## src/rtl/multicycle_ctrl_if.sv

```systemverilog
// Control bus between the multi-cycle sequencer and the yIF/yID/yEX/yDM/yWB/yPC
// datapath.
//
// Signals
//   opCode, funct3  instruction fields from the instruction register
//   zero            ALU zero flag (meaningful in EXEC)
//   mem_ready       memory handshake
//   ir_we, pc_we    instruction-register latch / PC update strobes
//   pc_sel          PC source: 00 PC+4, 01 branchImm, 10 jImm, 11 entryPoint
//   RegWrite, ALUSrc, MemRead, MemWrite, Mem2Reg, op   datapath controls
//
// Handshake: a memory access (instruction fetch in FETCH, MemRead/MemWrite in
// MEM) is requested for as long as the controller sits in that state, and it
// completes in the first cycle where mem_ready is high. The request stays
// asserted and unchanged until then. There is no separate valid strobe for
// fetch: being in FETCH is the request.
//
// Modports: master = controller, slave = datapath.
interface multicycle_ctrl_if;
    logic [6:0] opCode;
    logic [2:0] funct3;
    logic       zero;
    logic       mem_ready;

    logic       ir_we;
    logic       pc_we;
    logic [1:0] pc_sel;
    logic       RegWrite;
    logic       ALUSrc;
    logic       MemRead;
    logic       MemWrite;
    logic       Mem2Reg;
    logic [2:0] op;

    modport master (
        input  opCode, funct3, zero, mem_ready,
        output ir_we, pc_we, pc_sel, RegWrite, ALUSrc, MemRead, MemWrite,
               Mem2Reg, op
    );

    modport slave (
        output opCode, funct3, zero, mem_ready,
        input  ir_we, pc_we, pc_sel, RegWrite, ALUSrc, MemRead, MemWrite,
               Mem2Reg, op
    );
endinterface

```

## src/rtl/multicycle_ctrl.sv

```systemverilog
// Multi-cycle sequencer for the core datapath. Steps each instruction through
// FETCH/DECODE/EXEC/MEM/WB, waits on mem_ready for memory accesses, traps
// illegal instructions and memory timeouts back to the entry point, counts
// retired instructions and halts after MAX_INSN of them (0 = run forever).
//
// Ports
//   clk         rising-edge clock
//   rst         synchronous active-high reset
//   bus         control bus (master side), see multicycle_ctrl_if
//   state       current FSM state (ENTRY=0 .. HALT=7)
//   insn_count  retired instruction counter
//   halted      high while in HALT
//   trap        one-cycle pulse in TRAP
module multicycle_ctrl #(
    parameter int CNT_W       = 16,
    parameter int MAX_INSN    = 43,
    parameter int MEM_TIMEOUT = 8
) (
    input  logic                clk,
    input  logic                rst,
    multicycle_ctrl_if.master   bus,
    output logic [2:0]          state,
    output logic [CNT_W-1:0]    insn_count,
    output logic                halted,
    output logic                trap
);

    typedef enum logic [2:0] {
        ST_ENTRY  = 3'd0,
        ST_FETCH  = 3'd1,
        ST_DECODE = 3'd2,
        ST_EXEC   = 3'd3,
        ST_MEM    = 3'd4,
        ST_WB     = 3'd5,
        ST_TRAP   = 3'd6,
        ST_HALT   = 3'd7
    } state_t;

    typedef enum logic [2:0] {
        C_R  = 3'd0,
        C_I  = 3'd1,
        C_LW = 3'd2,
        C_S  = 3'd3,
        C_B  = 3'd4,
        C_J  = 3'd5
    } cls_t;

    localparam logic [2:0] OP_ADD = 3'b010;
    localparam logic [2:0] OP_SUB = 3'b110;
    localparam logic [2:0] OP_AND = 3'b000;
    localparam logic [2:0] OP_OR  = 3'b001;
    localparam logic [2:0] OP_SLT = 3'b111;

    // The wait counter only needs to count 0 .. MEM_TIMEOUT-1; the cycle in
    // which it would reach MEM_TIMEOUT is the one that takes the trap.
    localparam int             WAIT_W    = (MEM_TIMEOUT < 2) ? 1 : $clog2(MEM_TIMEOUT);
    localparam logic [WAIT_W-1:0] WAIT_LAST = WAIT_W'(MEM_TIMEOUT - 1);
    localparam logic [CNT_W-1:0]  MAX_CNT   = CNT_W'(MAX_INSN);
    localparam logic [CNT_W-1:0]  CNT_ONE   = CNT_W'(1);

    state_t            st_q, st_d;
    cls_t              cls_q;
    logic [2:0]        op_q;
    logic              asrc_q;
    logic [WAIT_W-1:0] wait_q;
    logic [CNT_W-1:0]  cnt_q;

    // Decode of the current instruction-register fields.
    cls_t       dec_cls;
    logic       dec_ok;
    logic [2:0] dec_op;
    logic       dec_asrc;

    // Control produced by the next-state process.
    logic       retire;
    logic       load_dec;
    logic       wait_inc;
    logic [CNT_W-1:0] cnt_inc;

    logic       ir_we_c, pc_we_c, regwrite_c, alusrc_c, memread_c, memwrite_c, mem2reg_c;
    logic [1:0] pc_sel_c;
    logic [2:0] op_c;
    logic       trap_c, halted_c;

    // R/I funct3 to ALU op; only the four supported functions are legal.
    always_comb begin
        dec_cls  = C_R;
        dec_ok   = 1'b0;
        dec_op   = OP_ADD;
        dec_asrc = 1'b0;
        case (bus.opCode)
            7'b0110011, 7'b0010011: begin
                dec_cls  = (bus.opCode == 7'b0110011) ? C_R : C_I;
                dec_asrc = (bus.opCode == 7'b0010011);
                dec_ok   = 1'b1;
                case (bus.funct3)
                    3'b000:  dec_op = OP_ADD;
                    3'b111:  dec_op = OP_AND;
                    3'b110:  dec_op = OP_OR;
                    3'b010:  dec_op = OP_SLT;
                    default: dec_ok = 1'b0;
                endcase
            end
            7'b0000011: begin
                dec_cls  = C_LW;
                dec_asrc = 1'b1;
                dec_ok   = 1'b1;
            end
            7'b0100011: begin
                dec_cls  = C_S;
                dec_asrc = 1'b1;
                dec_ok   = 1'b1;
            end
            7'b1100011: begin
                dec_cls = C_B;
                dec_op  = OP_SUB;
                dec_ok  = (bus.funct3 == 3'b000);
            end
            7'b1101111: begin
                dec_cls = C_J;
                dec_ok  = 1'b1;
            end
            default: dec_ok = 1'b0;
        endcase
    end

    assign cnt_inc = cnt_q + CNT_ONE;

    // Next state and outputs.
    always_comb begin
        st_d       = st_q;
        retire     = 1'b0;
        load_dec   = 1'b0;
        wait_inc   = 1'b0;
        ir_we_c    = 1'b0;
        pc_we_c    = 1'b0;
        pc_sel_c   = 2'b00;
        regwrite_c = 1'b0;
        alusrc_c   = 1'b0;
        memread_c  = 1'b0;
        memwrite_c = 1'b0;
        mem2reg_c  = 1'b0;
        op_c       = OP_ADD;
        trap_c     = 1'b0;
        halted_c   = 1'b0;

        case (st_q)
            ST_ENTRY: begin
                pc_we_c  = 1'b1;
                pc_sel_c = 2'b11;
                st_d     = ST_FETCH;
            end
            ST_FETCH: begin
                if (bus.mem_ready) begin
                    ir_we_c = 1'b1;
                    st_d    = ST_DECODE;
                end else if (wait_q == WAIT_LAST) begin
                    st_d = ST_TRAP;
                end else begin
                    wait_inc = 1'b1;
                end
            end
            ST_DECODE: begin
                if (dec_ok) begin
                    load_dec = 1'b1;
                    st_d     = ST_EXEC;
                end else begin
                    st_d = ST_TRAP;
                end
            end
            ST_EXEC: begin
                op_c     = op_q;
                alusrc_c = asrc_q;
                case (cls_q)
                    C_B: begin
                        pc_we_c  = 1'b1;
                        pc_sel_c = bus.zero ? 2'b01 : 2'b00;
                        retire   = 1'b1;
                    end
                    C_LW, C_S: st_d = ST_MEM;
                    default:   st_d = ST_WB;
                endcase
            end
            ST_MEM: begin
                op_c       = op_q;
                alusrc_c   = asrc_q;
                memread_c  = (cls_q == C_LW);
                memwrite_c = (cls_q == C_S);
                if (bus.mem_ready) begin
                    if (cls_q == C_LW) begin
                        st_d = ST_WB;
                    end else begin
                        pc_we_c = 1'b1;
                        retire  = 1'b1;
                    end
                end else if (wait_q == WAIT_LAST) begin
                    st_d = ST_TRAP;
                end else begin
                    wait_inc = 1'b1;
                end
            end
            ST_WB: begin
                op_c       = op_q;
                alusrc_c   = asrc_q;
                regwrite_c = 1'b1;
                mem2reg_c  = (cls_q == C_LW);
                pc_we_c    = 1'b1;
                pc_sel_c   = (cls_q == C_J) ? 2'b10 : 2'b00;
                retire     = 1'b1;
            end
            ST_TRAP: begin
                trap_c   = 1'b1;
                pc_we_c  = 1'b1;
                pc_sel_c = 2'b11;
                st_d     = ST_FETCH;
            end
            ST_HALT: begin
                halted_c = 1'b1;
            end
            default: st_d = ST_ENTRY;
        endcase

        // Every retiring state returns to FETCH unless this retirement
        // reaches the configured limit.
        if (retire) begin
            if ((MAX_INSN != 0) && (cnt_inc == MAX_CNT)) begin
                st_d = ST_HALT;
            end else begin
                st_d = ST_FETCH;
            end
        end
    end

    always_ff @(posedge clk) begin
        if (rst) begin
            st_q   <= ST_ENTRY;
            cls_q  <= C_R;
            op_q   <= OP_ADD;
            asrc_q <= 1'b0;
            wait_q <= '0;
            cnt_q  <= '0;
        end else begin
            st_q <= st_d;
            if (load_dec) begin
                cls_q  <= dec_cls;
                op_q   <= dec_op;
                asrc_q <= dec_asrc;
            end
            // Any state change clears the wait counter, which covers entry
            // to both FETCH and MEM.
            if (st_d != st_q) begin
                wait_q <= '0;
            end else if (wait_inc) begin
                wait_q <= wait_q + WAIT_W'(1);
            end
            if (retire) begin
                cnt_q <= cnt_inc;
            end
        end
    end

    assign bus.ir_we    = ir_we_c;
    assign bus.pc_we    = pc_we_c;
    assign bus.pc_sel   = pc_sel_c;
    assign bus.RegWrite = regwrite_c;
    assign bus.ALUSrc   = alusrc_c;
    assign bus.MemRead  = memread_c;
    assign bus.MemWrite = memwrite_c;
    assign bus.Mem2Reg  = mem2reg_c;
    assign bus.op       = op_c;

    assign state      = st_q;
    assign insn_count = cnt_q;
    assign halted     = halted_c;
    assign trap       = trap_c;

endmodule

```

## src/flat_wrapper.sv

```systemverilog
// flat-port wrapper written by rule: the top's interface ports become plain ports
module multicycle_ctrl_flat 
#(
    parameter int CNT_W       = 16,
    parameter int MAX_INSN    = 43,
    parameter int MEM_TIMEOUT = 8
)
  (clk, rst, state, insn_count, halted, trap, bus_opCode, bus_funct3, bus_zero, bus_mem_ready, bus_ir_we, bus_pc_we, bus_pc_sel, bus_RegWrite, bus_ALUSrc, bus_MemRead, bus_MemWrite, bus_Mem2Reg, bus_op);
  multicycle_ctrl_if bus_i ();
  input  logic clk;
  input  logic rst;
  output logic [2:0] state;
  output logic [CNT_W-1:0] insn_count;
  output logic halted;
  output logic trap;
  input wire logic [$bits(bus_i.opCode)-1:0] bus_opCode;
  input wire logic [$bits(bus_i.funct3)-1:0] bus_funct3;
  input wire logic [$bits(bus_i.zero)-1:0] bus_zero;
  input wire logic [$bits(bus_i.mem_ready)-1:0] bus_mem_ready;
  output wire logic [$bits(bus_i.ir_we)-1:0] bus_ir_we;
  output wire logic [$bits(bus_i.pc_we)-1:0] bus_pc_we;
  output wire logic [$bits(bus_i.pc_sel)-1:0] bus_pc_sel;
  output wire logic [$bits(bus_i.RegWrite)-1:0] bus_RegWrite;
  output wire logic [$bits(bus_i.ALUSrc)-1:0] bus_ALUSrc;
  output wire logic [$bits(bus_i.MemRead)-1:0] bus_MemRead;
  output wire logic [$bits(bus_i.MemWrite)-1:0] bus_MemWrite;
  output wire logic [$bits(bus_i.Mem2Reg)-1:0] bus_Mem2Reg;
  output wire logic [$bits(bus_i.op)-1:0] bus_op;
  assign bus_i.opCode = bus_opCode;
  assign bus_i.funct3 = bus_funct3;
  assign bus_i.zero = bus_zero;
  assign bus_i.mem_ready = bus_mem_ready;
  assign bus_ir_we = bus_i.ir_we;
  assign bus_pc_we = bus_i.pc_we;
  assign bus_pc_sel = bus_i.pc_sel;
  assign bus_RegWrite = bus_i.RegWrite;
  assign bus_ALUSrc = bus_i.ALUSrc;
  assign bus_MemRead = bus_i.MemRead;
  assign bus_MemWrite = bus_i.MemWrite;
  assign bus_Mem2Reg = bus_i.Mem2Reg;
  assign bus_op = bus_i.op;
  multicycle_ctrl #(.CNT_W(CNT_W), .MAX_INSN(MAX_INSN), .MEM_TIMEOUT(MEM_TIMEOUT)) u_core (.clk(clk), .rst(rst), .bus(bus_i), .state(state), .insn_count(insn_count), .halted(halted), .trap(trap));
endmodule
```

## config.mk

```make
export PLATFORM = sky130hd
export DESIGN_NAME = multicycle_ctrl_flat
export DESIGN_NICKNAME = d
export VERILOG_FILES = /design/src/rtl/multicycle_ctrl_if.sv /design/src/rtl/multicycle_ctrl.sv /design/src/flat_wrapper.sv
export SDC_FILE = /design/constraint.sdc
export NUM_CORES = 1
export LEC_CHECK = 0
export ABC_AREA = 0
export ABC_CLOCK_PERIOD_IN_PS = 5750
export CAP_MARGIN = 30
export CORE_MARGIN = 1
export CORE_UTILIZATION = 31
export CTS_BUF_LIST = sky130_fd_sc_hd__clkbuf_8
export DETAILED_ROUTE_END_ITERATION = 12
export HOLD_SLACK_MARGIN = 0.1
export SETUP_SLACK_MARGIN = 0.1
export SKIP_CTS_REPAIR_TIMING = 1
export SKIP_LAST_GASP = 1
export SLEW_MARGIN = 30
export SYNTH_ARGS = -nofsm -noshare
export SYNTH_HDL_FRONTEND = slang
export SYNTH_SLANG_ARGS = --single-unit
```

## constraint.sdc

```tcl
create_clock -name clk -period 5.75 [get_ports clk]
set_input_delay 1.4375 -clock clk [delete_from_list [all_inputs] [get_ports clk]]
set_output_delay 1.4375 -clock clk [all_outputs]
set_load 0.05 [all_outputs]
```

==> flow_summary.yaml, run 1 <==
status:
  status: "complete, no violations"
flow_run:
  max-cap-violations: 0
drt:
  initialDrtViolationCount: 80
  drc_violations_left: 0
  ant_nets: 0
  via_count: 1860
  wirelength_um: 4630
  vias_per_cell: 5.10
  wl_per_cell_um: 12.7
  detailedRoute.firstPassIterationCount: 4
timing:
  timing_worst_slew_pin_value_ns: 0.833
  finalCriticalPeriod_ns: 4.93
  post-route-worst-setup-slack_ns: 0.825
  rsz_0062_raised_after_global_routing: "no"
  min_period_over_period_pct: 85.7
  timing.final.setup_violations: 0
  slew_headroom_pct: 44.4
  finalClockSkew_ns: 0.00692
  setup_tns_ns: 0
  final-max-slew-violation-count: 0
  hold_viol_final: 0
  max_freq_mhz: 203
cells_and_area:
  most_common_library_cell_in_the_layout_ignoring_fill_and_taps: "clkdlybuf4s50_1"
  most-common-layout-cells: "clkdlybuf4s50_1, nor2_1, dfxtp_1"
  drive_above_1_share_pct: 5.86
  p_r_area_growth_vs_syn_pct: 29.7
  nets: 308
  num_antenna_cells: 0
  fillerInstances: 621
die:
  die-height_um: 81.2
  design.core.area_um2: 5990
  fp.dieArea_um2: 6590
  floorplan.die.width_um: 81.2
  std_cell_rows: 28
  initial_core_util_pct: 32.5
  design.portCount: 47
hold_path:
  hold_path_class: "flop to flop"
  timing.hold.worst.start: "u_core.op_q[0]"
logic_synthesis:
  synth_cell_type_count: 48
  yosys_warnings: 0
  syn-mean-instance-area_um2: 7.81
  post_synth_inst_count: 249
  ys_dominant_reg_cell: "dfxtp_1"
  synth_xor_xnor_area_share_pct: 11.3
  postSynthRegisterBits: 29
  synthMuxAreaShare_pct: 3.60
  synth-compound-area-share_pct: 13.8
  synth_top_family_by_area: "simple AND/OR/NAND/NOR gates"
  area_fraction_in_and_or_nand_and_nor_cells_after_synthesis_pct: 32.2
  seq_area_frac_synth_pct: 29.9
  syn_nets: 268
  synth-adder-area-share_pct: 3.60
  postSynth.asyncResetShare_pct: 0
  synth.cell_area_um2: 1940
  synth-edff-count: 0
clock_tree:
  cts-root-buf: "clkbuf_8"
  worst_skew_pair.late_latency_ns: 0.28
  clock_path_buffers: 2
  cts.sinks: 29
  ctsHtreeMaxLevel: 2
  path_clk_slew_ns: 0.07
  clock_tree_from_tritoncts: "done"
  cts_inserted_buffers: 5
setup_path:
  startpoint_type: "primary input"
  worstPathArrival_ns: 3.49
  crit_fanout: 8
  worst-endpoint-required_ns: 4.31
  crit_path_start: "bus_mem_ready"
  critical_path_class: "primary input to output pin"
  r2r_start: "u_core.insn_count[0]"
  worstSetupEndpointType: "output pin"
placement:
  gp_congestion: 0.829
  dp_hpwl_um: 3310
  port-buffer-count: 46
  pre_cts_slack_ns: 0.837
global_route:
  grt_max_degree: 29
  groute.usage.overall_pct: 15.7
  via_count_of_the_first_global_routing_pass: 1750
  antenna_found_initial: 0
  grt.overflow.total: 0
  grt_first_pass_wirelength_um: 8030
power_and_ir_drop:
  cellLeakagePower_nw: 0.875
  power_density_nw_per_um2: 294
  ir_worst_vdd_mv: 0.208
==> sequential cells by signal, summed over array words and instances (netlist names) <==
signal	cells
u_core.op_q	3
u_core.cls_q	3
u_core.asrc_q	1
u_core.wait_q	3
u_core.state	3
u_core.insn_count	16
==> final timing paths <==
kind	slack [ns]	cells after the start	end
worst max register to register	3.44	7	u_core.state[1]
worst min-delay path	0.49	2	u_core.op_q[0]
worst max-delay path	0.82	6	bus_pc_we
worst min register to register	0.49	2	u_core.op_q[0]
==> final cells by class <==
class | instances | area [um^2] | share of cell area, %
Multi-Input combinational cell | 200 | 1250 | 49.7
Clock buffer | 7 | 96.3 | 3.82
Timing Repair Buffer | 48 | 475 | 18.8
Sequential cell | 29 | 581 | 23.0
Clock inverter | 1 | 5.00 | 0.198
Tap cell | 75 | 93.8 | 3.72
Inverter | 5 | 18.8 | 0.744
==> critical path, stage by stage <==
cell,delay (ns)
clkdlybuf4s50_1,0.60
o21a_1,0.14
o31ai_1,0.10
nor2b_1,0.17
o31ai_1,0.20
clkdlybuf4s50_1,0.84
==> metrics by stage <==
stage / hold WS [ns] / std cells / area [um^2] / total power, mW / utilization [%]
global placement: 0.469 / 357 / 2420 / 0.559 / 40.4
floorplan: 0.452 / 249 / 1940 / 0.472 / -
finish: 0.488 / 365 / 2520 / 0.742 / 42.1
detailed placement: 0.479 / 357 / 2420 / 0.557 / 40.4
CTS: 0.494 / 365 / 2520 / 0.747 / 42.1
global route: 0.509 / 365 / 2520 / 0.787 / 42.1
==> per-layer routing <==
layer | GRT usage [%] | share of wire [%]
met1 | 20.7 | 51
met2 | 24.5 | 43
met3 | 2.81 | 4.3
met4 | 7.68 | 1.9
met5 | 0 | 0
==> synth_stat cells, drive strengths merged (4+ instances only) <==
cell    instances  area share (%)
nor2           40             7.7
dfxtp          29              30
nand2          17             3.3
xor2           16             7.2
nor3           13             3.3
clkbuf         12             3.3
nand3          12             3.1
nand4           9             2.9
xnor2           9             4.1
nor2b           8             2.6
o21ai           8             2.1
a31oi           7             2.6
mux2i           7             3.6
a21oi           5             1.3
inv             5            0.97
nand2b          5             1.6
ha              4             2.6
nor4            4             1.3
==> report_power, final <==
group / total, mW / internal (mW) / leakage (nW) / switching [mW]
Combinational: 0.304 / 0.111 / 0.586 / 0.194
Clock: 0.190 / 0.108 / 0.0542 / 0.0815
Sequential: 0.248 / 0.211 / 0.234 / 0.0367
Total: 0.742 / 0.430 / 0.875 / 0.312
==> cell families (layout without fill, tap and decap cells) <==
family                     after synthesis  count (layout)
and+or+nand+nor                        125             125
AOI/OAI and AO/OA                       38              38
DFF                                     29              29
xor gates and xnor gates                25              25
muxes                                    7               7
buffers and inverters                   20              61
adders and majority gates                5               5
No activity file was read; power rests on OpenSTA's default activity.
==> inputs of run 2 (changes only) <==
Settings changed: ABC_CLOCK_PERIOD_IN_PS 5750 to 4800.
Clock period 5.75 ns to 4.8 ns, I/O delays scaled along.
==> run 2 against run 1 <==
  * Sequential power increased by 12%
  * Cell count increased by 0.27%
  * Die area unchanged
  * Wire length decreased by 2.6%
  * Global-route usage decreased by 0.84 points
  * Critical path depth unchanged
  * Worst hold slack improved by 0.0023 ns
  * Clock power increased by 39%
  * Clock-buffer cell count decreased by 1
  * Non-clock buffer count increased by 1
  * Critical path type unchanged
  * Critical endpoint unchanged
  * Largest cell class unchanged
  * Largest power group unchanged
==> flow_summary.yaml, run 2 (synthesized netlist as in run 1, its figures left out) <==
status:
  status: "complete, no violations"
setup_path:
  r2r_start: "u_core.insn_count[0]"
  worst-r2r-setup-slack_ns: 2.46
  crit_fanout: 8
  critical_path_class: "primary input to output pin"
  timing.rr.end: "u_core.state[1]"
  worst-endpoint-required_ns: 3.60
  worst_r2r_path_depth: 7
  worstSetupEndpointType: "output pin"
  worstPathArrival_ns: 3.23
  startpoint_type: "primary input"
timing:
  final-max-slew-violation-count: 0
  timing.final.setup_violations: 0
  timing_worst_slew_pin_value_ns: 0.573
  hold_viol_final: 0
  slew_headroom_pct: 61.4
  finalCriticalPeriod_ns: 4.43
  finalClockSkew_ns: 0.00818
  setup_tns_ns: 0
  min_period_over_period_pct: 92.3
  rsz_0062_raised_after_global_routing: "no"
  max_freq_mhz: 226
drt:
  drc_violations_left: 0
  detailedRoute.firstPassIterationCount: 4
  wl_per_cell_um: 12.3
  vias_per_cell: 5.09
  wirelength_um: 4510
  initialDrtViolationCount: 45
  via_count: 1862
  ant_nets: 0
die:
  initial_core_util_pct: 32.5
  die-height_um: 81.2
  design.portCount: 47
  design.core.area_um2: 5990
  fp.dieArea_um2: 6590
  floorplan.die.width_um: 81.2
  std_cell_rows: 28
clock_tree:
  cts_inserted_buffers: 5
  ctsHtreeMaxLevel: 2
  cts-root-buf: "clkbuf_8"
  clock_tree_from_tritoncts: "done"
  cts.sinks: 29
  clock_path_buffers: 2
  worst_skew_pair.late_latency_ns: 0.28
  path_clk_slew_ns: 0.07
cells_and_area:
  final-seq-area_um2: 581
  fillerInstances: 616
  postLayoutCoreUtil_pct: 42.5
  final_cell_area_um2: 2550
  drive_above_1_share_pct: 6.19
  num_antenna_cells: 0
  multiInputGateArea_um2: 1250
  largest_register_ffs: 16
  most-common-layout-cells: "clkdlybuf4s50_1, nor2_1, dfxtp_1"
  p_r_area_growth_vs_syn_pct: 31.1
  instances_no_fill: 366
  most_common_library_cell_in_the_layout_ignoring_fill_and_taps: "clkdlybuf4s50_1"
  nets: 309
hold_path:
  hold_path_class: "flop to flop"
  timing.hold.worst.start: "u_core.asrc_q"
  hold_path_endpoint: "u_core.asrc_q"
  worst_hold_path.num_cells: 2
placement:
  place_area_um2: 2430
  dp_cells: 358
  gp_congestion: 0.818
  dp_hpwl_um: 3290
  port-buffer-count: 46
global_route:
  grt.overflow.total: 0
  antenna_found_initial: 0
  grt_max_degree: 28
  grt_first_pass_wirelength_um: 7740
  via_count_of_the_first_global_routing_pass: 1686
  groute.usage.overall_pct: 14.9
power_and_ir_drop:
  ir_worst_vdd_mv: 0.280
  power_density_nw_per_um2: 365
  cellLeakagePower_nw: 0.883
flow_run:
  max-cap-violations: 0
## run 2: worst max-delay path, cell delays in order
cell and delay [ns]:
clkdlybuf4s50_1 0.60, o21a_1 0.14, o31ai_1 0.09, nor2b_1 0.17
o31ai_1 0.19, clkdlybuf4s50_1 0.84
## run 2: metal layers
| layer | GRT usage (%) | share of wire [%] |
|---|---|---|
| met5 | 0 | 0 |
| met4 | 3.39 | 0.42 |
| met3 | 4.16 | 5.2 |
| met2 | 24.5 | 45 |
| met1 | 19.2 | 50 |
## run 2: cell type report
| cell class | instances | area share [%] |
|---|---|---|
| repair buffers | 49 | 18.9 |
| inverters | 5 | 0.736 |
| clock inverters | 2 | 1.47 |
| clock buffers | 6 | 3.24 |
| well taps | 75 | 3.68 |
| flip-flops and latches | 29 | 22.8 |
| multi-input cells | 200 | 49.1 |
## run 2: metrics by stage
| step | hold WS (ns) | power [mW] | worst slack [ns] |
|---|---|---|---|
| 4_1_cts | 0.497 | 0.940 | 0.378 |
| 3_3_place_gp | 0.475 | 0.674 | 0.390 |
| 6_report | 0.490 | 0.929 | 0.371 |
| 3_5_place_dp | 0.479 | 0.670 | 0.386 |
| 2_1_floorplan | 0.452 | 0.565 | 0.880 |
| 5_1_grt | 0.519 | 0.984 | 0.235 |
## run 2: worst max path at each step
stage	end	depth (start not counted)	start
floorplan	bus_pc_we	4	bus_mem_ready
global placement	bus_pc_we	6	bus_mem_ready
detailed placement	bus_pc_we	6	bus_mem_ready
CTS	bus_pc_we	6	bus_mem_ready
global route	bus_pc_we	6	bus_mem_ready
finish	bus_pc_we	6	bus_mem_ready
## run 2: power by group
| part | internal, mW | leakage [nW] | total (mW) | switching [mW] |
|---|---|---|---|---|
| sequential | 0.253 | 0.234 | 0.279 | 0.0263 |
| combinational | 0.136 | 0.591 | 0.385 | 0.249 |
| clock | 0.169 | 0.0574 | 0.265 | 0.0968 |
